## config.mk

```make
export PLATFORM = sky130hd
export DESIGN_NAME = hazard_ctrl
export DESIGN_NICKNAME = d
export VERILOG_FILES = /design/src/rtl/hazard_pkg.sv /design/src/rtl/hazard_src_match.sv /design/src/rtl/hazard_ctrl.sv
export SDC_FILE = /design/constraint.sdc
export NUM_CORES = 1
export LEC_CHECK = 0
export ABC_AREA = 0
export ABC_CLOCK_PERIOD_IN_PS = 2400
export BUFFER_PORTS_ARGS = -buffer_cell sky130_fd_sc_hd__buf_2
export CORE_AREA = 2 2 60 62
export CTS_CLUSTER_SIZE = 8
export DETAILED_ROUTE_END_ITERATION = 8
export DIE_AREA = 0 0 62 64
export GPL_TIMING_DRIVEN = 0
export PLACE_DENSITY = 0.68
export SYNTH_ARGS = -nofsm -noshare
export SYNTH_HDL_FRONTEND = slang
export SYNTH_SLANG_ARGS = --single-unit
```

## constraint.sdc

```tcl
create_clock -name clk -period 2.4 [get_ports clk]
set_input_delay 0.48 -clock clk [delete_from_list [all_inputs] [get_ports clk]]
set_output_delay 0.48 -clock clk [all_outputs]
set_load 0.1 [all_outputs]
```

## src/rtl/hazard_pkg.sv

```systemverilog
// Shared types and constants for the pipeline hazard controller.
package hazard_pkg;

   typedef enum logic [1:0] {
      IDLE      = 2'd0,
      LOAD_WAIT = 2'd1,
      MEM_WAIT  = 2'd2
   } hz_state_e;

   localparam int ZERO_REG = 0;

   // Width of the load-latency down-counter; never narrower than one bit.
   function automatic int lcnt_width(input int lat);
      return (lat < 1) ? 1 : $clog2(lat + 1);
   endfunction

endpackage

```

## src/rtl/hazard_src_match.sv

```systemverilog
// One decode source operand compared against the destination of a load in E.
module hazard_src_match
   import hazard_pkg::*;
#(
   parameter int REG_AW      = 4,
   parameter int ZERO_REG_HW = 1
) (
   input  logic [REG_AW-1:0] src_addr,
   input  logic              src_valid,
   input  logic              e_is_load,
   input  logic [REG_AW-1:0] e_wreg,
   output logic              hit
);

   logic wreg_live;

   // A hardwired zero register can never carry a pending load result.
   assign wreg_live = (e_wreg != REG_AW'(ZERO_REG)) | (ZERO_REG_HW == 0);
   assign hit       = e_is_load & wreg_live & src_valid & (src_addr == e_wreg);

endmodule

```

## src/rtl/hazard_ctrl.sv

```systemverilog
// Load-use and memory-wait hazard controller for the D/E/M stages, with a
// saturating stall-cycle counter.
module hazard_ctrl
   import hazard_pkg::*;
#(
   parameter int REG_AW      = 4,
   parameter int NUM_SRC     = 2,
   parameter int LOAD_LAT    = 1,
   parameter int ZERO_REG_HW = 1,
   parameter int CNT_W       = 16
) (
   input  logic                      clk,
   input  logic                      rst_n,
   input  logic [NUM_SRC*REG_AW-1:0] d_src_addr,
   input  logic [NUM_SRC-1:0]        d_src_valid,
   input  logic                      e_is_load,
   input  logic [REG_AW-1:0]         e_wreg,
   input  logic                      m_req,
   input  logic                      m_done,
   output logic                      pc_stall,
   output logic                      ifid_stall,
   output logic                      idex_stall,
   output logic                      idex_bubble,
   output logic                      exmem_stall,
   output logic [CNT_W-1:0]          stall_count
);

   localparam int                LCNT_W = lcnt_width(LOAD_LAT);
   localparam logic [LCNT_W-1:0] LAT_M1 = LCNT_W'(LOAD_LAT - 1);

   hz_state_e          state, state_nxt;
   logic [LCNT_W-1:0]  lcnt, lcnt_nxt;
   logic [NUM_SRC-1:0] src_hit;
   logic               hit;
   logic               run;
   logic               mem_hold;
   logic               load_hold;

   for (genvar i = 0; i < NUM_SRC; i++) begin : g_src
      hazard_src_match #(
         .REG_AW      (REG_AW),
         .ZERO_REG_HW (ZERO_REG_HW)
      ) u_match (
         .src_addr  (d_src_addr[i*REG_AW +: REG_AW]),
         .src_valid (d_src_valid[i]),
         .e_is_load (e_is_load),
         .e_wreg    (e_wreg),
         .hit       (src_hit[i])
      );
   end

   assign hit = |src_hit;

   // run stays low from reset until the first clock edge after release, so the
   // stall outputs remain quiet through that window.
   always_ff @(posedge clk or negedge rst_n) begin
      if (!rst_n) begin
         state <= IDLE;
         lcnt  <= '0;
         run   <= 1'b0;
      end else begin
         state <= state_nxt;
         lcnt  <= lcnt_nxt;
         run   <= 1'b1;
      end
   end

   always_comb begin
      state_nxt = state;
      lcnt_nxt  = lcnt;
      if (run && !m_done) begin
         unique case (state)
            IDLE: begin
               if (m_req) begin
                  state_nxt = MEM_WAIT;
               end else if (hit && (LOAD_LAT > 1)) begin
                  state_nxt = LOAD_WAIT;
                  lcnt_nxt  = LAT_M1;
               end
            end
            LOAD_WAIT: begin
               // A memory wait parks the remaining load latency untouched.
               if (m_req) begin
                  state_nxt = MEM_WAIT;
               end else begin
                  lcnt_nxt = (lcnt != '0) ? lcnt - LCNT_W'(1) : '0;
                  if (lcnt <= LCNT_W'(1)) state_nxt = IDLE;
               end
            end
            MEM_WAIT: state_nxt = MEM_WAIT;
            default:  state_nxt = IDLE;
         endcase
      end else if (run && m_done && (state == MEM_WAIT)) begin
         state_nxt = (lcnt != '0) ? LOAD_WAIT : IDLE;
      end
   end

   always_comb begin
      mem_hold  = 1'b0;
      load_hold = 1'b0;
      if (run && !m_done) begin
         unique case (state)
            IDLE: begin
               if (m_req)    mem_hold  = 1'b1;
               else if (hit) load_hold = 1'b1;
            end
            LOAD_WAIT: begin
               if (m_req) mem_hold  = 1'b1;
               else       load_hold = 1'b1;
            end
            MEM_WAIT: mem_hold = 1'b1;
            default: begin
               mem_hold  = 1'b0;
               load_hold = 1'b0;
            end
         endcase
      end
   end

   assign pc_stall    = mem_hold | load_hold;
   assign ifid_stall  = mem_hold | load_hold;
   assign idex_stall  = mem_hold;
   assign exmem_stall = mem_hold;
   assign idex_bubble = load_hold;

   always_ff @(posedge clk or negedge rst_n) begin
      if (!rst_n) begin
         stall_count <= '0;
      end else if (pc_stall && (stall_count != {CNT_W{1'b1}})) begin
         stall_count <= stall_count + CNT_W'(1);
      end
   end

endmodule

```

==> impl_metrics.py, run 1 <==
metrics = {
    "setup_path": {
        "crit_chain": "buf_2 -> xnor2_1 -> nand2_1 -> nor4_4 -> o21ai_4 -> buf_6 -> nand2_4 -> buf_4 -> buf_8",
        "arrival_ns": 1.82,
        "regToRegSetupSlack_ns": 0.34,
        "path_delay_family": "buffers and inverters",
        "crit_path_start": "e_wreg[0]",
        "crit_cells": 9,
        "path_buf_inv": 4,
        "slowest_delay_ns": 0.34,
        "cp-endpoint": "pc_stall",
        "worst_ep_required_time_ns": 1.92,
        "criticalPathCategory": "in2out",
        "path_max_fanout": 10,
        "reg2reg_depth": 6,
        "reg2reg_to": "stall_count[6]",
        "critical-path-slowest-cell": "nor4_4",
        "start_kind": "input pin",
        "timing.rr.start": "stall_count[0]",
        "worstSetupEndpointType": "output port",
    },
    "route": {
        "viasPerCell": 4.91,
        "dr.pass1.iters": 4,
        "drt_iter0_markers": 29,
        "routedWlPerCell_um": 13.7,
        "ant_nets": 0,
        "routed_wl_um": 2710,
        "post-route-drc-count": 0,
        "dr_total_vias": 972,
    },
    "power_and_ir_drop": {
        "power_switching_uw": 643,
        "p_comb_share_pct": 48.9,
        "pwr-share-seq_pct": 35.3,
        "power.density_nw_per_um2": 827,
        "peakVddDrop_mv": 0.875,
        "p_leak_nw": 0.703,
        "switching_share_pct": 52.9,
        "p_clk_share_pct": 15.8,
        "intPower_uw": 572,
    },
    "timing": {
        "fin_crit_ns": 2.30,
        "fmax_mhz": 434,
        "final-setup-viol-count": 0,
        "finalHoldViolCount": 0,
        "clock_skew_ns": 0.00888,
        "layout_worst_path_cycle_share_pct": 96.0,
        "report.final.slew_viol_count": 0,
        "setup_slack_ns": 0.0970,
        "whs_ns": 0.0878,
    },
    "logic_synthesis": {
        "yosysSeqAreaShare_pct": 40.6,
        "synth.cell_area_um2": 1110,
        "synth_warnings": 0,
        "ys_top_cells_by_area": "dfrtp_1 41%, xor2_1 10%, xnor2_1 4.7%",
        "synth.distinct_cells": 35,
        "syn_avg_cell_area_um2": 10.4,
        "synth_cells": 107,
        "yosysTopAreaCellShare_pct": 40.6,
        "synth-edff-count": 0,
        "ys_ff_latch": 18,
        "synth_largest_area_cell": "dfrtp_1",
        "ys_async_sr_fraction_pct": 100,
        "synth.top_cells.by_count": "18 x dfrtp_1, 13 x xor2_1, 11 x nand2_1, 6 x inv_1, 6 x xnor2_1",
        "synth_nets": 127,
        "post-synth-top-count-cell": "dfrtp_1",
        "synthFlopType": "dfrtp_1",
    },
    "clocking": {
        "insertion_delay_ns": 0.30,
        "cts_made_buffers": 3,
        "cts.reportedPaths.clkPinSlew_ns": 0.11,
        "cts_hold_repair.buffers": 0,
        "clock_path_buffers": 2,
        "cts_tree": "built",
        "clock_sinks": 18,
        "cts_root_buffer": "clkbuf_4",
        "h-tree-depth": 1,
    },
    "global_route": {
        "grt_first_pass_wirelength_um": 4260,
        "grt.total_usage_pct": 14.0,
        "grt_overflow": 0,
        "grt_pass1_vias": 945,
        "grt_max_degree": 19,
        "antenna_found_initial": 0,
    },
    "die": {
        "fp.coreArea_um2": 3280,
        "dieArea_um2": 3970,
        "num_rows": 21,
        "die_x_um": 62,
        "die_y_um": 64,
        "initial_utilization_pct": 33.8,
        "pin_count": 40,
    },
    "outcome": {
        "status": "finished, final reports clean",
    },
    "place": {
        "gp_congestion": 0.788,
        "preCtsSetupSlack_ns": -0.363,
        "placement.io_buffers": 39,
        "dpl-instance-area_um2": 1380,
        "hpwl_um": 2010,
        "placed_cells": 192,
    },
    "hold_path": {
        "holdCritPathClass": "in2async",
    },
    "final_layout": {
        "nets": 173,
        "final_cells": 198,
        "diodes": 0,
        "fillers": 333,
        "syn_to_final_growth_pct": 32.6,
        "fin_area_um2": 1470,
        "seqCellArea_um2": 458,
        "multiInputGateArea_um2": 639,
        "drive_above_1_share_pct": 47.4,
        "utilization_pct": 44.8,
    },
    "run": {
        "cap_violations": 0,
    },
}
-- cell type report --
| cell class | count | share of cell area [%] |
|---|---|---|
| Inverter | 6 | 1.53 |
| Timing Repair Buffer | 41 | 15.3 |
| Sequential cell | 18 | 31.1 |
| Tap cell | 46 | 3.91 |
| Clock buffer | 4 | 2.47 |
| Multi-Input combinational cell | 79 | 43.5 |
| Buffer | 4 | 2.13 |
-- cells in the final DEF, fill, tap and decap left out, types with 2 or more instances in the layout --
master / instances
buf_2: 36
xor2_1: 13
dfrtp_1: 12
nand2_1: 10
inv_1: 6
xnor2_1: 6
buf_4: 6
dfrtp_2: 6
nand3_1: 5
a211oi_2: 4
a211oi_1: 4
nor2_1: 3
a21oi_1: 3
o22a_1: 3
clkbuf_4: 3
nor4_4: 2
nor4_2: 2
nand4_1: 2
a211o_1: 2
a2111oi_2: 2
-- routing by layer --
metal,vias to the layer above,part of all wire (%),global-route usage [%]
li1,471,-,-
met1,466,42,17.7
met2,31,51,23.4
met3,4,5.5,2.23
met4,0,1.3,4.79
met5,-,0,0
-- kinds of logic after synthesis --
kind of cell,after synthesis,synth area share (%)
AO/OA/AOI/OAI,23,18.4
XOR/XNOR,19,15.0
adder cells (fa/ha/maj),1,1.13
buffers and inverters,10,4.74
flip-flops,18,40.6
multiplexers,1,1.02
other,1,0.338
AND/OR/NAND/NOR,34,18.7
-- stage by stage --
stage          power (mW)    TNS, ns
2_1_floorplan       0.908    -0.0865
3_3_place_gp         1.01     -0.546
3_5_place_dp         1.02     -0.722
4_1_cts              1.22    -0.0264
5_1_grt              1.28  -0.000873
6_report             1.22          0
-- flip-flops by register name, indices dropped and copies added, names as in the netlist --
name and cells:
stall_count 16, run 1, state 1
-- repair_timing --
action                                  CTS  global route
pin swaps                                 0             2
hold endpoints to repair                  0             0
gates resized for setup                   7             4
setup buffers                             0             2
endpoints found under the setup margin    5             3
-- power by group through the flow --
stage          Clock, mW  Sequential (mW)  Combinational (mW)
2_1_floorplan          0            0.762               0.145
3_3_place_gp           0            0.429               0.582
3_5_place_dp           0            0.434               0.588
4_1_cts            0.198            0.428               0.592
5_1_grt            0.206            0.444               0.627
6_report           0.192            0.429               0.594
-- worst min-delay path by stage --
| stage | from | end | cells past startpoint |
|---|---|---|---|
| final | rst_n | stall_count[11] | 1 |
| after global routing | rst_n | stall_count[2] | 1 |
| after CTS | rst_n | stall_count[10] | 1 |
| after detailed placement | rst_n | stall_count[10] | 1 |
| after global placement | rst_n | stall_count[10] | 1 |
| after floorplan | rst_n | run | 0 |
Note: power is estimated with default switching activity, not from simulation.
==> run 2: changes to the inputs <==
Settings changed: SETUP_SLACK_MARGIN set to 0.1.
==> impl_metrics.py, run 2 (same netlist as run 1, synthesis figures left out) <==
metrics = {
    "die": {
        "dieArea_um2": 3970,
        "initial_utilization_pct": 33.8,
        "fp.coreArea_um2": 3280,
        "num_rows": 21,
        "die_x_um": 62,
        "die_y_um": 64,
        "pin_count": 40,
    },
    "final_layout": {
        "utilization_pct": 44.3,
        "largest_reg_flops": 16,
        "regMostFlops": "stall_count",
        "syn_to_final_growth_pct": 31.2,
        "diodes": 0,
        "fillers": 311,
        "nets": 172,
        "final_common_cell": "buf_2",
        "layout_common_cells": "36 x buf_2, 15 x dfrtp_2, 13 x xor2_1, 10 x nand2_1, 6 x xnor2_1",
        "fin_area_um2": 1450,
        "largestRegisters": "stall_count: 16 flops, run: 1 flops, state: 1 flops",
        "drive_above_1_share_pct": 53.0,
    },
    "global_route": {
        "grt_max_degree": 19,
        "grt.total_usage_pct": 13.5,
        "grt_pass1_vias": 972,
        "antenna_found_initial": 0,
        "grt_overflow": 0,
        "grt_first_pass_wirelength_um": 4080,
    },
    "power_and_ir_drop": {
        "power.density_nw_per_um2": 806,
        "total_power_mw": 1.17,
        "peakVddDrop_mv": 0.826,
        "p_leak_nw": 0.670,
    },
    "hold_path": {
        "holdCritPathClass": "in2async",
    },
    "clocking": {
        "h-tree-depth": 1,
        "cts_hold_repair.buffers": 0,
        "cts_tree": "built",
        "clock_sinks": 18,
        "cts.reportedPaths.clkPinSlew_ns": 0.10,
        "clock_path_buffers": 2,
        "insertion_delay_ns": 0.28,
        "cts_made_buffers": 3,
        "cts_root_buffer": "clkbuf_4",
    },
    "timing": {
        "setup_slack_ns": 0.195,
        "fin_crit_ns": 2.21,
        "report.final.slew_viol_count": 0,
        "finalHoldViolCount": 0,
        "layout_worst_path_cycle_share_pct": 91.9,
        "rsz0062_at_grt": "false",
        "whs_ns": 0.110,
        "clock_skew_ns": 0.0106,
        "fmax_mhz": 454,
        "final-setup-viol-count": 0,
    },
    "place": {
        "dpl-instance-area_um2": 1390,
        "preCtsSetupSlack_ns": -0.315,
        "hpwl_um": 1910,
        "placement.io_buffers": 39,
        "gp_congestion": 0.905,
    },
    "route": {
        "dr.pass1.iters": 4,
        "dr_total_vias": 963,
        "ant_nets": 0,
        "routedWlPerCell_um": 12.4,
        "drt_iter0_markers": 12,
        "viasPerCell": 4.89,
        "post-route-drc-count": 0,
        "routed_wl_um": 2440,
    },
    "setup_path": {
        "path_max_fanout": 10,
        "worstSetupEndpointType": "output port",
        "start_kind": "input pin",
        "worst_ep_required_time_ns": 1.92,
        "criticalPathCategory": "in2out",
        "arrival_ns": 1.73,
    },
    "outcome": {
        "status": "finished, final reports clean",
    },
    "run": {
        "cap_violations": 0,
    },
}
run 2: cell type report:
cell class / count / area (µm²) / area share [%]
plain buffers: 4 / 33.8 / 2.32
clock buffers: 4 / 26.3 / 1.81
inverters: 6 / 26.3 / 1.81
multi-input cells: 79 / 623 / 42.9
flip-flops and latches: 18 / 469 / 32.3
well taps: 46 / 57.6 / 3.96
repair buffers: 40 / 218 / 15.0
run 2: power breakdown:
group	leakage [nW]	total, mW	switching [mW]	internal [mW]
Combinational	0.451	0.591	0.472	0.119
Clock	0.0150	0.149	0.0845	0.0645
Sequential	0.204	0.431	0.0696	0.361
run 2: critical path: stages:
cell and delay, ns:
buf_2 0.12, xor2_1 0.17, nor4_2 0.30, o21ai_2 0.11, buf_6 0.17, nand2_4 0.07
buf_4 0.11, buf_8 0.19
run 2: per-stage QoR:
stage               setup TNS, ns  std cells
finish                          0        197
global route                    0        197
CTS                             0        197
detailed placement         -0.577        192
global placement           -0.497        192
floorplan                 -0.0865        107
run 2: path summary, 6_finish.rpt:
path | startpoint | end | slack (ns) | cells after the start
worst min-delay path | rst_n | stall_count[2] | 0.11 | 1
max in group asynchronous | rst_n | stall_count[7] | 1.96 | 1
worst max-delay path | e_wreg[1] | pc_stall | 0.19 | 8
worst min register to register | run | state[1] | 0.47 | 1
worst max register to register | stall_count[0] | stall_count[6] | 0.40 | 6
min in group clk | run | state[1] | 0.47 | 1
run 2: timing repair:
action	CTS	global route
setup endpoints to repair	5	3
resized for setup	7	4
buffers inserted	1	0
pin swaps	1	0
run 2: per-layer routing:
metal | global-route usage (%) | vias to the layer above | part of all wire (%)
li1 | - | 475 | -
met1 | 18.1 | 449 | 45
met2 | 21.5 | 37 | 47
met3 | 2.43 | 2 | 7.3
met4 | 4.26 | 0 | 0.66
met5 | 0 | - | 0
